**src/rtl/ram_pkg.sv**
```systemverilog
// Shared size defaults for the 16x8 flip-flop RAM.
package ram_pkg;

  localparam int unsigned DATA_W_DEF = 8;
  localparam int unsigned ADDR_W_DEF = 4;
  localparam int unsigned DEPTH_DEF  = 2 ** ADDR_W_DEF;

endpackage : ram_pkg

```
**src/rtl/ram_16x8.sv**
```systemverilog
// Single-port flip-flop RAM with registered, read-first output and
// synchronous active-low clear of both the array and the output register.
module ram_16x8
  import ram_pkg::*;
#(
  parameter int unsigned DATA_W = DATA_W_DEF,
  parameter int unsigned ADDR_W = ADDR_W_DEF,
  parameter int unsigned DEPTH  = 2 ** ADDR_W
) (
  input  logic              clk,
  input  logic              rst_n,
  input  logic              we,
  input  logic [ADDR_W-1:0] addr,
  input  logic [DATA_W-1:0] din,
  output logic [DATA_W-1:0] dout
);

  logic [DATA_W-1:0] mem_q [DEPTH];
  logic [DATA_W-1:0] dout_q;

  // Array and read register share one process: the read samples the
  // pre-edge word, so a same-address write is read-first.
  always_ff @(posedge clk) begin
    if (!rst_n) begin
      mem_q  <= '{default: '0};
      dout_q <= '0;
    end else begin
      dout_q <= mem_q[addr];
      if (we) begin
        mem_q[addr] <= din;
      end
    end
  end

  assign dout = dout_q;

endmodule : ram_16x8

```
**config.mk**
```make
export PLATFORM = sky130hd
export DESIGN_NAME = ram_16x8
export DESIGN_NICKNAME = d
export VERILOG_FILES = /design/src/rtl/ram_pkg.sv /design/src/rtl/ram_16x8.sv
export SDC_FILE = /design/constraint.sdc
export NUM_CORES = 1
export LEC_CHECK = 0
export ABC_AREA = 1
export BUFFER_PORTS_ARGS = -buffer_cell sky130_fd_sc_hd__buf_2
export CELL_PAD_IN_SITES_DETAIL_PLACEMENT = 1
export CELL_PAD_IN_SITES_GLOBAL_PLACEMENT = 2
export CORE_MARGIN = 3
export CORE_UTILIZATION = 34
export CTS_CLUSTER_SIZE = 16
export DETAILED_ROUTE_END_ITERATION = 10
export GPL_TIMING_DRIVEN = 0
export HOLD_SLACK_MARGIN = 0.15
export PLACE_DENSITY_LB_ADDON = 0.1
export SYNTH_ARGS = -nofsm -noshare
export SYNTH_HDL_FRONTEND = slang
export SYNTH_SLANG_ARGS = --single-unit
```
**constraint.sdc**
```tcl
create_clock -name clk -period 1.5 [get_ports clk]
set_input_delay 0.075 -clock clk [delete_from_list [all_inputs] [get_ports clk]]
set_output_delay 0.075 -clock clk [all_outputs]
set_load 0.02 [all_outputs]
```
==> flow_summary_export.csv <==
group,metric,value,unit
sta,rsz0062_at_grt,"no",
cts,path_clk_slew,0.06,ns
synth,netlist.area_leader.share,0.441,
synth,ys_seq_area_frac,0.441,
worst_setup_path,cp_max_fo,10,
routing,drtIter0Drc,349,
synth,synthCells,960,
global_routing,overflow,0,
place,numPortBuffers,21,
routing,viasPerCell,4.81,
synth,ys_warn_count,0,
floorplanning,start_util,0.352,
synth,synth-seq-cells,136,
floorplanning,die-area,19800,um2
worst_setup_path,cp_top_family,"buffers and inverters",
floorplanning,io_pins,23,
cells_and_area,fill_cells,2351,
global_routing,grt_pass1_vias,6179,
pwr,p_leak,0.00342,uW
routing,drt_first_pass_iters,5,
sta,holdWs,0.204,ns
worst_setup_path,endpoint_kind,"register",
place,postPlaceCellArea,6560,um2
synth,netlist_area,6170,um2
sta,period_minus_slack,1.43,ns
status,status,"completed",
cts,cts_tree,"done",
cts,h-tree-depth,4,
job,cap_viol_max_count,0,
synth,ys_top_cells_by_count,"339 x nand2_1, 224 x nor2_1, 136 x dfxtp_1",
global_routing,grt_usage,0.240,
cells_and_area,seq_area,2720,um2
floorplanning,die_h,141,um
synth,ys.flop_type,"dfxtp_1",
worst_setup_path,criticalPathCategory,"input pin to register",
cts,numCtsBuffers,17,
worst_setup_path,reg2reg_slack,0.38,ns
pwr,cellPowerDensity,1280,nW/um2
cts,cts_buffer_depth,2,
sta,fin_ws,0.0664,ns
synth,synth_top_area_cell,"dfxtp_1",
cells_and_area,drive_gt1_frac,0.104,
cells_and_area,fin_area,7370,um2
worst_setup_path,critical_path_buf_inv_count,3,
cts,insertion_delay,0.43,ns
sta,setup_violations,0,
place,hpwl,15600,um
place,dp_cells,1206,
routing,ant_nets,0,
routing,wirelength,22900,um
synth,synth_cell_type_count,18,
min_path,whs_path_depth,4,
floorplanning,die_w,141,um
synth,synth_edf_count,0,
worst_setup_path,cpMostUsedCell,"nor2_1",
cts,root_buffer,"clkbuf_16",
cells_and_area,nNetsFinal,1026,
cells_and_area,layoutNonFillerInstCount,1249,
synth,ys_async_sr_fraction,0,
synth,synth_area_leaders,"dfxtp_1 44%, nand2_1 21%, nor2_1 14%, o21ai_0 9.7%, nor2_4 2.2%",
routing,drc,0,
cts,post_cts_buffers,0,
sta,post-route-period-util,0.956,
worst_setup_path,critical_path_cell_count,5,
global_routing,grt_max_degree,17,
routing,dr_total_vias,6004,
min_path,min_path_type,"input pin to register",
routing,wire_per_inst,18.3,um
worst_setup_path,max_stage_delay,0.70,ns
sta,max_freq,698,MHz
worst_setup_path,worstPathCellList,"dlygate4sd3_1 > buf_2 > clkbuf_1 > nor2_1 > nor2_1",
cells_and_area,diodes,0,
worst_setup_path,slowest_stage,"clkbuf_1",
worst_setup_path,critical_path_required,1.86,ns
floorplanning,fp-row-count,48,
synth,avgSynthCellArea,6.43,um2
sta,slew_viol_final,0,
place,place_congestion,0.802,
synth,syn_nets,975,
pwr,worst_ir_drop_vdd,751,uV
cells_and_area,syn_to_final_growth,19.5,%
floorplanning,core_area,17500,um2
sta,hold_violations,0,
cts,cts.sinks,136,
synth,yosysMostFrequentCell,"nand2_1",
worst_setup_path,arrival,1.79,ns
sta,tightest_slew,0.989,ns
sta,relSlewSlack,0.340,
global_routing,grt_pass1_wl,36100,um
sta,tns,0,ns
global_routing,antenna_found_initial,0,
place,pre_cts_slack,-0.185,ns
cells_and_area,multi_input_area,3120,um2
sta,skew,0.0104,ns
worst_setup_path,r2r_cells,3,
worst_setup_path,worstSetupStartpointType,"input pin",
layout make-up:
cell class / instances / share of cell area
multi-input combinational: 744 / 0.423
tap: 225 / 0.0382
sequential: 136 / 0.369
timing repair buffer: 32 / 0.0295
buffer: 48 / 0.0283
clock inverter: 11 / 0.0329
clock buffer: 21 / 0.0625
inverter: 32 / 0.0163
metrics by stage:
stage / power (uW) / utilization
6_report: 9440 / 0.420
4_1_cts: 9510 / 0.420
3_3_place_gp: 4420 / 0.374
3_5_place_dp: 4420 / 0.374
5_1_grt: 9740 / 0.420
2_1_floorplan: 4150 / -
power breakdown:
part	switching, uW	total (uW)	internal (uW)
logic	499	651	152
clock network	1690	5070	3380
registers	34.4	3720	3690
repair_timing:
item                                    CTS  global route
hold buffers                             11             0
endpoints found under the setup margin    0            13
resized for setup                         0             4
hold endpoints to repair                 46             0
path summary, 6_finish.rpt:
kind                  start   endpoint
setup / recovery     din[0]  mem_q[96]
hold / removal        rst_n   mem_q[3]
setup reg to reg  mem_q[31]  mem_q[31]
hold reg to reg   mem_q[61]  mem_q[61]
layer usage:
| metal | up-vias | share of wire | wire length [um] | track usage |
|---|---|---|---|---|
| met3 | 15 | 0.039 | 888 | 0.0472 |
| li1 | 3104 | - | - | - |
| met4 | 0 | 0.0093 | 212 | 0.0454 |
| met1 | 2793 | 0.51 | 11700 | 0.345 |
| met5 | - | 0 | 0 | 0 |
| met2 | 92 | 0.44 | 10100 | 0.379 |
cell families (layout without fill, tap and decap cells):
logic type	after synthesis	in the layout	synth area share
buffers and inverters	80	144	0.0531
AND/OR/NAND/NOR	600	600	0.389
flip-flops	136	136	0.441
AO/OA/AOI/OAI	144	144	0.117
sequential cells by signal, summed over array words and instances, names as in the netlist:
register,count
mem_q,128
dout,8
worst reg2reg max path, delay by kind of cell (launching register included):
kind | cells | cell delay (ns)
compound gates | 1 | 0.12
flops | 1 | 0.33
buf+inv | 1 | 0.56
simple gates | 1 | 0.06
placed cells by master (no fill, tap or decap):
cell	instances
nand2_1	339
nor2_1	224
dfxtp_1	136
o21ai_0	120
buf_2	37
clkbuf_1	30
a21oi_1	24
inv_2	17
clkbuf_16	17
nand3_1	16
inv_1	15
nor2_4	12
dlygate4sd3_1	10
bufinv_16	7
nand2_2	3
nor2_2	2
nor3_1	2
buf_4	2
clkinvlp_4	2
clkinv_4	2
clkbuf_8	2
clkbuf_2	1
nand3_4	1
nor3_2	1
buf_1	1
dlymetal6s4s_1	1
Note: power is estimated with default switching activity, not from simulation.
